## src/rtl/wb_pkg.sv

```systemverilog
// Shared types for the registered Wishbone bridge:
// FSM states, termination encoding and default widths.
package wb_pkg;

  localparam int ADDR_W_D  = 32;
  localparam int DATA_W_D  = 32;
  localparam int TIMEOUT_D = 16;

  typedef enum logic [1:0] {
    IDLE,
    REQ,
    RESP
  } state_e;

  typedef enum logic [1:0] {
    T_NONE,
    T_ACK,
    T_RTY,
    T_ERR
  } term_e;

  // err beats rty beats ack when several arrive together
  function automatic term_e term_prio(
    input logic err,
    input logic rty,
    input logic ack
  );
    term_e t;
    t = T_NONE;
    priority case (1'b1)
      err:     t = T_ERR;
      rty:     t = T_RTY;
      ack:     t = T_ACK;
      default: t = T_NONE;
    endcase
    return t;
  endfunction

endpackage

```

## src/rtl/wb_if.sv

```systemverilog
// Wishbone B4 classic bus bundle with master/slave views.
interface wb_if #(
  parameter int AW = 32,
  parameter int DW = 32
);

  logic          cyc;
  logic          stb;
  logic          we;
  logic [AW-1:0] adr;
  logic [DW-1:0] wdat;
  logic [DW/8-1:0] sel;
  logic [DW-1:0] rdat;
  logic          ack;
  logic          err;
  logic          rty;

  modport master (
    output cyc, stb, we, adr, wdat, sel,
    input  rdat, ack, err, rty
  );

  modport slave (
    input  cyc, stb, we, adr, wdat, sel,
    output rdat, ack, err, rty
  );

endinterface

```

## src/rtl/wb_watchdog.sv

```systemverilog
// Wait-cycle counter for the downstream cycle; flags the
// cycle on which the count would reach TIMEOUT.
module wb_watchdog #(
  parameter int TIMEOUT = 16
) (
  input  logic clk,
  input  logic rst,
  input  logic clr_i,
  input  logic en_i,
  output logic to_o
);

  localparam int CW = $clog2(TIMEOUT + 1);

  logic [CW-1:0] cnt_q, cnt_d;

  always_comb begin
    cnt_d = cnt_q;
    if (clr_i)
      cnt_d = '0;
    else if (en_i)
      cnt_d = cnt_q + 1'b1;
  end

  always_ff @(posedge clk or negedge rst) begin
    if (!rst)
      cnt_q <= '0;
    else
      cnt_q <= cnt_d;
  end

  assign to_o = en_i && (cnt_q == CW'(TIMEOUT - 1));

endmodule

```

## src/rtl/wb_dut.sv

```systemverilog
// Registered Wishbone bridge: captures an upstream request,
// replays it downstream and returns the termination a cycle later.
module wb_dut
  import wb_pkg::*;
#(
  parameter int ADDR_W  = ADDR_W_D,
  parameter int DATA_W  = DATA_W_D,
  parameter int TIMEOUT = TIMEOUT_D
) (
  input logic clk,
  input logic rst,
  wb_if.slave  s,
  wb_if.master m
);

  state_e              state_q;
  logic                m_cyc_q, m_stb_q, m_we_q;
  logic [ADDR_W-1:0]   m_adr_q;
  logic [DATA_W-1:0]   m_dat_q;
  logic [DATA_W/8-1:0] m_sel_q;
  logic [DATA_W-1:0]   s_dat_q;
  logic                s_ack_q, s_err_q, s_rty_q;

  term_e term;
  logic  accept;
  logic  wd_to;

  assign term   = term_prio(m.err, m.rty, m.ack);
  assign accept = (state_q == IDLE) && s.cyc && s.stb;

  wb_watchdog #(.TIMEOUT(TIMEOUT)) u_wd (
    .clk   (clk),
    .rst   (rst),
    .clr_i (accept),
    .en_i  (state_q == REQ),
    .to_o  (wd_to)
  );

  always_ff @(posedge clk or negedge rst) begin
    if (!rst) begin
      state_q <= IDLE;
      m_cyc_q <= 1'b0;
      m_stb_q <= 1'b0;
      m_we_q  <= 1'b0;
      m_adr_q <= '0;
      m_dat_q <= '0;
      m_sel_q <= '0;
      s_dat_q <= '0;
      s_ack_q <= 1'b0;
      s_err_q <= 1'b0;
      s_rty_q <= 1'b0;
    end else begin
      s_ack_q <= 1'b0;
      s_err_q <= 1'b0;
      s_rty_q <= 1'b0;
      unique case (state_q)
        IDLE: begin
          if (accept) begin
            m_we_q  <= s.we;
            m_adr_q <= s.adr;
            m_dat_q <= s.wdat;
            m_sel_q <= s.sel;
            m_cyc_q <= 1'b1;
            m_stb_q <= 1'b1;
            state_q <= REQ;
          end
        end
        REQ: begin
          // an upstream abort overrides any termination or timeout
          if (!s.cyc) begin
            m_cyc_q <= 1'b0;
            m_stb_q <= 1'b0;
            state_q <= IDLE;
          end else if (term != T_NONE) begin
            m_cyc_q <= 1'b0;
            m_stb_q <= 1'b0;
            s_err_q <= (term == T_ERR);
            s_rty_q <= (term == T_RTY);
            s_ack_q <= (term == T_ACK);
            if (term == T_ACK && !m_we_q)
              s_dat_q <= m.rdat;
            state_q <= RESP;
          end else if (wd_to) begin
            m_cyc_q <= 1'b0;
            m_stb_q <= 1'b0;
            s_err_q <= 1'b1;
            state_q <= RESP;
          end
        end
        RESP:    state_q <= IDLE;
        default: state_q <= IDLE;
      endcase
    end
  end

  assign m.cyc  = m_cyc_q;
  assign m.stb  = m_stb_q;
  assign m.we   = m_we_q;
  assign m.adr  = m_adr_q;
  assign m.wdat = m_dat_q;
  assign m.sel  = m_sel_q;

  assign s.rdat = s_dat_q;
  assign s.ack  = s_ack_q;
  assign s.err  = s_err_q;
  assign s.rty  = s_rty_q;

endmodule

```

## src/flat_wrapper.sv

```systemverilog
// flat-port wrapper written by rule: the top's interface ports become plain ports
module wb_dut_flat import wb_pkg::*;
#(
  parameter int ADDR_W  = ADDR_W_D,
  parameter int DATA_W  = DATA_W_D,
  parameter int TIMEOUT = TIMEOUT_D
)
  (clk, rst, s_cyc, s_stb, s_we, s_adr, s_wdat, s_sel, s_rdat, s_ack, s_err, s_rty, m_cyc, m_stb, m_we, m_adr, m_wdat, m_sel, m_rdat, m_ack, m_err, m_rty);
  wb_if #(.AW(32), .DW(32)) s_i ();
  wb_if #(.AW(32), .DW(32)) m_i ();
  input logic clk;
  input logic rst;
  input wire logic [$bits(s_i.cyc)-1:0] s_cyc;
  input wire logic [$bits(s_i.stb)-1:0] s_stb;
  input wire logic [$bits(s_i.we)-1:0] s_we;
  input wire logic [$bits(s_i.adr)-1:0] s_adr;
  input wire logic [$bits(s_i.wdat)-1:0] s_wdat;
  input wire logic [$bits(s_i.sel)-1:0] s_sel;
  output wire logic [$bits(s_i.rdat)-1:0] s_rdat;
  output wire logic [$bits(s_i.ack)-1:0] s_ack;
  output wire logic [$bits(s_i.err)-1:0] s_err;
  output wire logic [$bits(s_i.rty)-1:0] s_rty;
  output wire logic [$bits(m_i.cyc)-1:0] m_cyc;
  output wire logic [$bits(m_i.stb)-1:0] m_stb;
  output wire logic [$bits(m_i.we)-1:0] m_we;
  output wire logic [$bits(m_i.adr)-1:0] m_adr;
  output wire logic [$bits(m_i.wdat)-1:0] m_wdat;
  output wire logic [$bits(m_i.sel)-1:0] m_sel;
  input wire logic [$bits(m_i.rdat)-1:0] m_rdat;
  input wire logic [$bits(m_i.ack)-1:0] m_ack;
  input wire logic [$bits(m_i.err)-1:0] m_err;
  input wire logic [$bits(m_i.rty)-1:0] m_rty;
  assign s_i.cyc = s_cyc;
  assign s_i.stb = s_stb;
  assign s_i.we = s_we;
  assign s_i.adr = s_adr;
  assign s_i.wdat = s_wdat;
  assign s_i.sel = s_sel;
  assign s_rdat = s_i.rdat;
  assign s_ack = s_i.ack;
  assign s_err = s_i.err;
  assign s_rty = s_i.rty;
  assign m_cyc = m_i.cyc;
  assign m_stb = m_i.stb;
  assign m_we = m_i.we;
  assign m_adr = m_i.adr;
  assign m_wdat = m_i.wdat;
  assign m_sel = m_i.sel;
  assign m_i.rdat = m_rdat;
  assign m_i.ack = m_ack;
  assign m_i.err = m_err;
  assign m_i.rty = m_rty;
  wb_dut #(.ADDR_W(ADDR_W), .DATA_W(DATA_W), .TIMEOUT(TIMEOUT)) u_core (.clk(clk), .rst(rst), .s(s_i), .m(m_i));
endmodule
```

## config.mk

```make
export PLATFORM = sky130hd
export DESIGN_NAME = wb_dut_flat
export DESIGN_NICKNAME = d
export VERILOG_FILES = /design/src/rtl/wb_pkg.sv /design/src/rtl/wb_if.sv /design/src/rtl/wb_watchdog.sv /design/src/rtl/wb_dut.sv /design/src/flat_wrapper.sv
export SDC_FILE = /design/constraint.sdc
export NUM_CORES = 1
export LEC_CHECK = 0
export ABC_CLOCK_PERIOD_IN_PS = 2200
export BUFFER_PORTS_ARGS = -buffer_cell sky130_fd_sc_hd__buf_2
export CELL_PAD_IN_SITES_DETAIL_PLACEMENT = 1
export CELL_PAD_IN_SITES_GLOBAL_PLACEMENT = 1
export CORE_ASPECT_RATIO = 1.5
export CORE_UTILIZATION = 36
export DETAILED_ROUTE_END_ITERATION = 10
export PLACE_DENSITY = 0.88
export SYNTH_ARGS = -nofsm -noshare
export SYNTH_HDL_FRONTEND = slang
export SYNTH_HIERARCHICAL = 1
export SYNTH_SLANG_ARGS = --single-unit
```

## constraint.sdc

```tcl
create_clock -name clk -period 2.2 [get_ports clk]
set_clock_uncertainty 0.1 [all_clocks]
set_input_delay 0.66 -clock clk [delete_from_list [all_inputs] [get_ports clk]]
set_output_delay 0.66 -clock clk [all_outputs]
set_load 0.01 [all_outputs]
```

* Word-level counts from Yosys, hierarchy flattened
Cells that the tools add are included.
Storage, ports and cells: flip-flop bits (word level) 112, input bits 108, output and inout port bits 106
Operators by class: add/sub/neg operators 1, eq/ne operators 7, multiplexer cells 25, reduce and logical (&&, ||, !) cells 13
Operators by type and width (count):
- $mux 1 | 15
- $mux 2 | 6
- $mux 5 | 2
- $reduce_bool 2->1 | 3
- $add 5x1->5 const B | 1
- $eq 5x4->1 const B | 1
- $eq 2x1->1 const B | 2
- $eq 2x2->1 const B | 2
- $logic_and 1x1->1 | 4
- $ne 4x2->1 const B | 1
- $pmux 2 s2 | 1
- $reduce_and 2->1 | 2
- $reduce_and 4->1 | 1
- $reduce_and 3->1 | 1
- $logic_not 2->1 | 1
- $ne 2x1->1 const B | 1
- $pmux 1 s2 | 1
- $logic_not 1->1 | 1

* Logic depth before layout (Yosys ltp)
Gate-level depths: netlist of run 1.
depth in word-level cells 7, gate-level depth with buffers 7, mapped depth without buffers 7

* By module
The synthesis of run 1 kept the hierarchy.
By module, submodules not included:
- wb_dut | times used 1, cells an instance 239, area an instance 4181.5 µm²
- wb_watchdog | times used 1, cells an instance 24, area an instance 285.3 µm²

* Worst setup path after synthesis of run 1
OpenSTA, ideal clock, no wires.
kind flip-flop to flip-flop, start reg u_core.u_wd.cnt_q[0], end reg u_core.state_q[0], data arrival time 1.681 ns, path slack 0.354 ns, stages on the path, launching flop included 7, path through dfrtp_1 ha_1 and3_1 ha_1 and2_1 nor4_1 a31o_2
Between the ends: word-level cells in the longest chain between the ends 4
Ends and longest elaborated chain:
- start: declaration | RTL line wb_watchdog.sv:15 | logic [CW-1:0] cnt_q, cnt_d;
- start signal: assignment | RTL line wb_watchdog.sv:29 | cnt_q <= cnt_d;
- $eq 5x4->1 | RTL line wb_watchdog.sv:32 | assign to_o = en_i && (cnt_q == CW'(TIMEOUT - 1));
- $logic_and 1x1->1 | RTL line wb_watchdog.sv:32
- named net u_core.wd_to | RTL line wb_dut.sv:26 | logic wd_to;
- $ne 4x2->1 (no source line)
- $reduce_and 2->1 (no source line)
- end signal: assignment | RTL line wb_dut.sv:41 | state_q <= IDLE;
- end signal: assignment | RTL line wb_dut.sv:65 | state_q <= REQ;
- end signal: assignment | RTL line wb_dut.sv:73 | state_q <= IDLE;
- end: declaration | RTL line wb_dut.sv:16 | state_e state_q;
The timed path passes the listed nets, and every way through them passes these cells. A chain may end at the register's enable or synchronous reset.

* Worst setup path in the final report of run 1
Ends and elaborated chain as after synthesis.

==> results of run 1 <==
[flip-flops by register name (all words and copies together) (netlist names)]
| name | flops |
|---|---|
| u_core/m.adr | 32 |
| u_core/m.wdat | 32 |
| u_core/s.rdat | 32 |
| u_core/u_wd/cnt_q | 5 |
| u_core/m.sel | 4 |
| u_core/state_q | 2 |
| u_core/m.stb | 1 |
| u_core/m.we | 1 |
| u_core/s.ack | 1 |
| u_core/s.err | 1 |
| u_core/s.rty | 1 |
[cells in the mapped netlist]
| library cell | count | share of area (%) |
|---|---|---|
| buf_4 | 2 | 0.34 |
| inv_1 | 2 | 0.17 |
| nand2b_1 | 1 | 0.14 |
| nand2_1 | 3 | 0.25 |
| and2_1 | 1 | 0.14 |
| ha_1 | 2 | 0.56 |
| nand4_4 | 2 | 0.95 |
| mux2_4 | 31 | 10 |
| a211oi_1 | 1 | 0.17 |
| nand3_1 | 1 | 0.11 |
| mux2i_1 | 1 | 0.22 |
| nor4_1 | 2 | 0.28 |
| xnor2_1 | 1 | 0.20 |
| and4bb_1 | 1 | 0.28 |
| nor3_2 | 1 | 0.22 |
| nor2_1 | 7 | 0.59 |
| dfrtp_1 | 112 | 63 |
| mux2_2 | 71 | 18 |
| a31o_2 | 1 | 0.20 |
| a21bo_2 | 1 | 0.22 |
| nand3b_1 | 1 | 0.17 |
| and2b_1 | 1 | 0.17 |
| nor3b_1 | 1 | 0.17 |
| and3_1 | 1 | 0.14 |
| buf_6 | 11 | 2.8 |
| a21oi_1 | 3 | 0.34 |
| nor2b_1 | 1 | 0.14 |
[report_power, final]
group          switching [mW]  leakage [nW]  total [mW]  internal (mW)
clock network           0.755         0.144        1.57          0.815
logic                   0.594          1.63        1.31          0.712
registers               0.229          1.38        2.68           2.45
[placed cells by master, fill, tap and decap left out, drive strengths merged]
| master | Yosys | routed |
|---|---|---|
| nor2 | 7 | 7 |
| and2b | 1 | 1 |
| nand2 | 3 | 3 |
| nor2b | 1 | 1 |
| and2 | 1 | 1 |
| nand3 | 1 | 1 |
| nand3b | 1 | 1 |
| nor3b | 1 | 1 |
| dfrtp | 112 | 112 |
| and3 | 1 | 1 |
| nor3 | 1 | 1 |
| and4bb | 1 | 1 |
| a21bo | 1 | 1 |
| mux2i | 1 | 1 |
| clkinv | 0 | 3 |
| inv | 2 | 5 |
| nand4 | 2 | 2 |
| a31o | 1 | 1 |
| xnor2 | 1 | 1 |
| ha | 2 | 2 |
| a211oi | 1 | 1 |
| a21oi | 3 | 3 |
| mux2 | 102 | 102 |
| clkbuf | 0 | 10 |
| buf | 13 | 221 |
| nor4 | 2 | 2 |
| nand2b | 1 | 1 |
[kinds of logic (layout without fill, tap and decap cells)]
kind of cell,count (synthesis),in the layout
flip-flops,112,112
buffers and inverters,15,239
adder cells (fa/ha/maj),2,2
AND/OR/NAND/NOR,24,24
multiplexers,103,103
AO/OA/AOI/OAI,6,6
XOR/XNOR,1,1
[metrics by stage]
stage | power [mW] | hold slack, ps | utilization (%)
after detailed placement | 4.06 | 390 | 47.7
after floorplan | 3.38 | 264 | -
after CTS | 5.64 | 206 | 50.1
after global placement | 3.96 | 385 | 47.7
after global routing | 5.85 | 216 | 50.1
final | 5.56 | 203 | 50.1
[routing by layer]
layer | routed length (um) | vias up | global-route usage, % | part of all wire (%)
met5 | 0 | - | 0 | 0
met4 | 318 | 0 | 6.80 | 3.0
met3 | 639 | 20 | 3.69 | 6.0
met2 | 5790 | 140 | 31.9 | 54
met1 | 3920 | 1473 | 18.8 | 37
li1 | - | 1354 | - | -
[area by class of cell]
cell class,count,share of cell area (%)
Clock buffer,10,3.97
Clock inverter,6,0.811
Inverter,2,0.125
Multi-Input combinational cell,136,25.3
Sequential cell,112,46.6
Tap cell,153,3.18
Timing Repair Buffer,221,20.0
[final timing paths]
path,start,end,depth (start not counted)
max in group asynchronous,rst,u_core/m.wdat[30],2
min in group clk,u_core/m.adr[0],u_core/m.adr[0],1
max reg2reg,u_core/u_wd/cnt_q[0],u_core/state_q[0],7
min reg2reg,u_core/m.adr[0],u_core/m.adr[0],1
min,rst,u_core/m.adr[26],2
max,u_core/u_wd/cnt_q[0],u_core/state_q[0],7
==> results.yml, run 1 <==
finish:
  final_cell_area_mm2: 0.00601
  antenna-diode-count: 0
  design.final.nets: 592
  nFillCells: 1282
  final_layout_size_suffix_gt1_share_pct: 70.8
  multi_input_area_mm2: 0.00152
  post_layout_nonfiller_instances: 640
  area_delta_synth_final_pct: 34.6
  sequential_cell_area_mm2: 0.00280
route:
  routedWlPerCell_um: 16.7
  drt_iter0_drc: 28
  first_pass_drt_iterations: 4
  totalWireLength_mm: 10.7
  route.antenna.remaining_nets: 0
  dr_total_vias: 2987
  drt-vias-per-instance: 4.67
  detail_route.drc_violations: 0
sta:
  hold_viol: 0
  max_clock_freq_mhz: 505
  timing_max_transition_violations_final: 0
  fin_crit_ps: 1980
  final_critical_path_setup_slack_ps: 219
  final.setup.tns_ps: 0
  finalSetupViolCount: 0
  unrepaired_setup_endpoints_after_global_routing: "false"
  period_share_pct: 90.1
  worstMarginPinSlew_ps: 335
  slew-limit-headroom_pct: 77.7
yosys:
  post_synth_inst_count: 263
  synth.distinct_cells: 27
  synthSimpleGateAreaFrac_pct: 3.75
  mappedNetlistNets: 373
  yosys-mux-area-fraction_pct: 28.5
  synth.yosys.seq_area_share_pct: 62.7
  synth_compound_gate_area_share_pct: 0.924
  synth-seq-cells: 112
  syn-cell-area_mm2: 0.00447
  main_combinational_cell_family_by_area_after_synthesis: "multiplexers"
  synth-xor-area-share_pct: 0.196
  post_synth_fa_ha_maj_area_fraction_pct: 0.560
  yosysWarningCount: 6
  avg_synthesized_cell_area_um2: 17.0
die:
  die_x_um: 93.0
  boundaryPins: 214
  dieHeight_um: 138
  num_rows: 49
  initial_standard_cell_utilization_of_the_core_pct: 37.2
  design.core.area_mm2: 0.0120
  floorplan.die_area_mm2: 0.0129
cts:
  insertion_delay_ps: 330
  clock_sink_count: 112
  cts_made_buffers: 9
  postCtsSetupBuffers: 0
  cts.path.max_buffers: 2
  hold_buffers: 0
  cts_htree_levels: 3
  tritoncts: "done"
  worst_setup_hold_path_clk_slew_ps: 80
  ctsRootBufferMaster: "clkbuf_16"
  post_cts_resized: 0
placed_design:
  dpl-instance-area_mm2: 0.00573
  port_buffers: 213
  pre_cts_ws_ps: 147
  dpl.cell_count: 624
  dpl.hpwl_mm: 8.39
  finalWeightedCongestion: 0.756
worst_setup_path:
  worstPathRequired_ps: 2370
  timing.critical_path.buf_inv: 1
  crit_path_end_kind: "register"
  most_prevalent_standard_cell_on_the_critical_path: "ha_1"
  worst_path_max_delay_cell: "dfrtp_1"
  cpLargestDelayFamily: "simple AND/OR/NAND/NOR gates"
  critical_path.max_stage_delay_ps: 430
  timing_worst_setup_path_type: "reg -> reg"
  worstPathArrival_ps: 2150
  startpoint_type: "register"
  crit_chain: "ha_1 -> and3_1 -> ha_1 -> and2_1 -> nor4_1 -> buf_4 -> a31o_2"
  ff2ff_setup_slack_ps: 220
  maximum_fanout_count_along_the_critical_path: 3
hold_path:
  worstHoldPathType: "in -> async"
power:
  power.density_mw_per_mm2: 924
  leakage_power_of_the_design_nw: 3.16
  irDropWorstVdd_mv: 0.397
grt:
  globalRoute.totalOverflow: 0
  grt_first_pass_wirelength_mm: 17.3
  grt_max_degree: 63
  number_of_global_route_vias_before_repair: 3415
  grt_use_total_pct: 17.3
  initial_antenna_violation_count: 0
run_status:
  outcome: "finished clean"
run:
  maxCapViolCount: 0
Note: power is estimated with default switching activity, not from simulation.
==> inputs of run 2 (changes only) <==
--- a/config.mk
+++ b/config.mk
@@ -5,14 +5,15 @@
 export SDC_FILE = /design/constraint.sdc
 export NUM_CORES = 1
 export LEC_CHECK = 0
+export ABC_AREA = 1
 export ABC_CLOCK_PERIOD_IN_PS = 2200
 export BUFFER_PORTS_ARGS = -buffer_cell sky130_fd_sc_hd__buf_2
 export CELL_PAD_IN_SITES_DETAIL_PLACEMENT = 1
 export CELL_PAD_IN_SITES_GLOBAL_PLACEMENT = 1
 export CORE_ASPECT_RATIO = 1.5
-export CORE_UTILIZATION = 36
+export CORE_UTILIZATION = 33
 export DETAILED_ROUTE_END_ITERATION = 10
-export PLACE_DENSITY = 0.88
+export PLACE_DENSITY = 0.89
 export SYNTH_ARGS = -nofsm -noshare
 export SYNTH_HDL_FRONTEND = slang
 export SYNTH_HIERARCHICAL = 1
==> results.yml, run 2 <==
run_status:
  outcome: "finished clean"
finish:
  nFillCells: 1597
  area_delta_synth_final_pct: 34.4
  post_layout_nonfiller_instances: 869
  leading_cell_type_in_the_layout_fill_and_taps_excluded: "nand2_1"
  layout.cells.most_common_list: "nand2_1, buf_2, dfrtp_1"
  sequential_cell_area_mm2: 0.00280
  design.final.nets: 816
  multi_input_area_mm2: 0.00143
  final_layout_size_suffix_gt1_share_pct: 35.1
yosys:
  synth_enable_flop_cells: 0
  yosysWarningCount: 6
  avg_synthesized_cell_area_um2: 8.93
  mappedNetlistNets: 607
  synth.distinct_cells: 25
  synth_area_leaders: "dfrtp_1, nand2_1, o21ai_0"
  yosys.cell_count.top_type: "nand2_1"
  synth_largest_type_area_fraction_pct: 63.1
  syn-cell-area_mm2: 0.00444
  yosys-top-cells-count: "nand2_1, dfrtp_1, o21ai_0, clkbuf_1, buf_4"
  post_synth_inst_count: 497
  ys.flop_type: "dfrtp_1"
  synth-seq-cells: 112
  yosysTopAreaCell: "dfrtp_1"
  synth.yosys.seq_area_share_pct: 63.1
  fraction_of_synthesis_flops_using_an_asynchronous_set_or_reset_pin_pct: 100
grt:
  initial_antenna_violation_count: 2
  number_of_global_route_vias_before_repair: 4345
  grt_first_pass_wirelength_mm: 20.7
  grt_use_total_pct: 18.7
  globalRoute.totalOverflow: 0
  grt_max_degree: 72
sta:
  final.setup.tns_ps: 0
  period_share_pct: 76.4
  fin_crit_ps: 1680
  final.hold.worst_slack_ps: 98.3
  worstMarginPinSlew_ps: 356
  unrepaired_setup_endpoints_after_global_routing: "false"
  timing_max_transition_violations_final: 0
  slew-limit-headroom_pct: 76.3
  finalSetupViolCount: 0
  hold_viol: 0
  final_critical_path_setup_slack_ps: 520
  max_clock_freq_mhz: 595
run:
  maxCapViolCount: 0
die:
  design.core.area_mm2: 0.0131
  dieHeight_um: 144
  boundaryPins: 214
  num_rows: 51
  floorplan.die_area_mm2: 0.0139
  die_x_um: 96.7
  initial_standard_cell_utilization_of_the_core_pct: 33.9
route:
  drt_iter0_drc: 102
  totalWireLength_mm: 12.8
  route.antenna.remaining_nets: 0
  dr_total_vias: 4026
  first_pass_drt_iterations: 4
  drt-vias-per-instance: 4.63
  detail_route.drc_violations: 0
  routedWlPerCell_um: 14.8
power:
  power.density_mw_per_mm2: 883
  totalPowerFinal_mw: 5.27
  irDropWorstVdd_mv: 0.350
  leakage_power_of_the_design_nw: 3.52
worst_setup_path:
  most_prevalent_standard_cell_on_the_critical_path: "nand2_1"
  worstPathArrival_ps: 1860
  critical_path.max_stage_delay_ps: 410
  worst_path_max_delay_cell: "dfrtp_1"
  worstSetupPathDepth: 11
  startpoint_type: "register"
  reg2reg_depth: 11
  timing_worst_setup_path_type: "reg -> reg"
  maximum_fanout_count_along_the_critical_path: 3
  worstPathRequired_ps: 2380
  crit_chain: "ha_1 -> nand2_1 -> nor2_1 -> ha_1 -> nand2_1 -> inv_1 -> inv_1 -> nand3_1 -> o21ai_0 -> nand2_1 -> nand2_1"
  timing.critical_path.buf_inv: 2
  crit_path_end_kind: "register"
  cpLargestDelayFamily: "simple AND/OR/NAND/NOR gates"
cts:
  post_cts_resized: 0
  hold_buffers: 0
  postCtsSetupBuffers: 0
  tritoncts: "done"
  ctsRootBufferMaster: "clkbuf_16"
  cts_htree_levels: 3
  cts_made_buffers: 9
  clock_sink_count: 112
  worst_setup_hold_path_clk_slew_ps: 80
  cts.path.max_buffers: 2
  insertion_delay_ps: 340
hold_path:
  worstHoldPathType: "in -> async"
placed_design:
  dpl.hpwl_mm: 9.34
  port_buffers: 213
  dpl.cell_count: 854
  pre_cts_ws_ps: 342
  finalWeightedCongestion: 0.764
## run 2: cell count changes after synthesis, moves of 8 or more
cell | before | now
mux2_4 | 31 | 0
clkbuf_1 | 0 | 13
inv_1 | 2 | 10
nand2_1 | 3 | 283
buf_6 | 11 | 2
buf_4 | 2 | 11
o21ai_0 | 0 | 34
mux2_2 | 71 | 0
## run 2: final timing paths
path	from	to	slack (ps)
hold / removal	rst	u_core/s.rdat[20]	100
hold reg to reg	u_core/m.adr[27]	u_core/m.adr[27]	380
setup reg to reg	u_core/u_wd/cnt_q[0]	u_core/m.stb	520
min in group clk	u_core/m.adr[27]	u_core/m.adr[27]	380
setup / recovery	u_core/u_wd/cnt_q[0]	u_core/m.stb	520
max in group asynchronous	rst	u_core/m.wdat[29]	1270
## run 2: metal layers
metal  global-route usage (%)  routed length [um]  vias up
li1                         -                   -     1938
met5                        0                  12        -
met4                     9.58                 518        2
met2                     33.0                6590      153
met1                     21.2                4990     1895
met3                     4.40                 718       38
## run 2: worst reg2reg max path: cells and delay by family, from the launching register on
family / cells / cell delay, ps
simple gates: 6 / 410
flops: 1 / 410
compound gates: 1 / 200
buf+inv: 2 / 90
fa+ha+maj: 2 / 400
## run 2: logic make-up (layout without fill, tap and decap cells)
family | after synthesis | count (layout) | synth area share, %
flip-flops | 112 | 112 | 63.1
XOR/XNOR | 1 | 1 | 0.197
buffers and inverters | 39 | 251 | 4.68
other | 0 | 1 | 0
AO/OA/AOI/OAI | 41 | 41 | 4.76
adder cells (fa/ha/maj) | 2 | 2 | 0.564
AND/OR/NAND/NOR | 302 | 302 | 26.7
## run 2: cell type report
| type | count | share of cell area [%] |
|---|---|---|
| diodes | 1 | 0.0419 |
| clock buffers | 9 | 3.77 |
| clock inverters | 5 | 0.713 |
| inverters | 13 | 0.901 |
| multi-input cells | 346 | 23.9 |
| flip-flops and latches | 112 | 47.0 |
| well taps | 159 | 3.33 |
| repair buffers | 224 | 20.3 |
## run 2: power by group
group	switching, mW	internal, mW	leakage, nW
registers	0.189	2.41	1.43
logic	0.670	0.474	1.96
clock network	0.763	0.770	0.128
## run 2: per-stage QoR
| stage | util (%) | cell area, um^2 |
|---|---|---|
| floorplan | - | 4440 |
| global placement | 43.6 | 5700 |
| detailed placement | 43.6 | 5700 |
| CTS | 45.6 | 5970 |
| global route | 45.6 | 5970 |
| finish | 45.6 | 5970 |
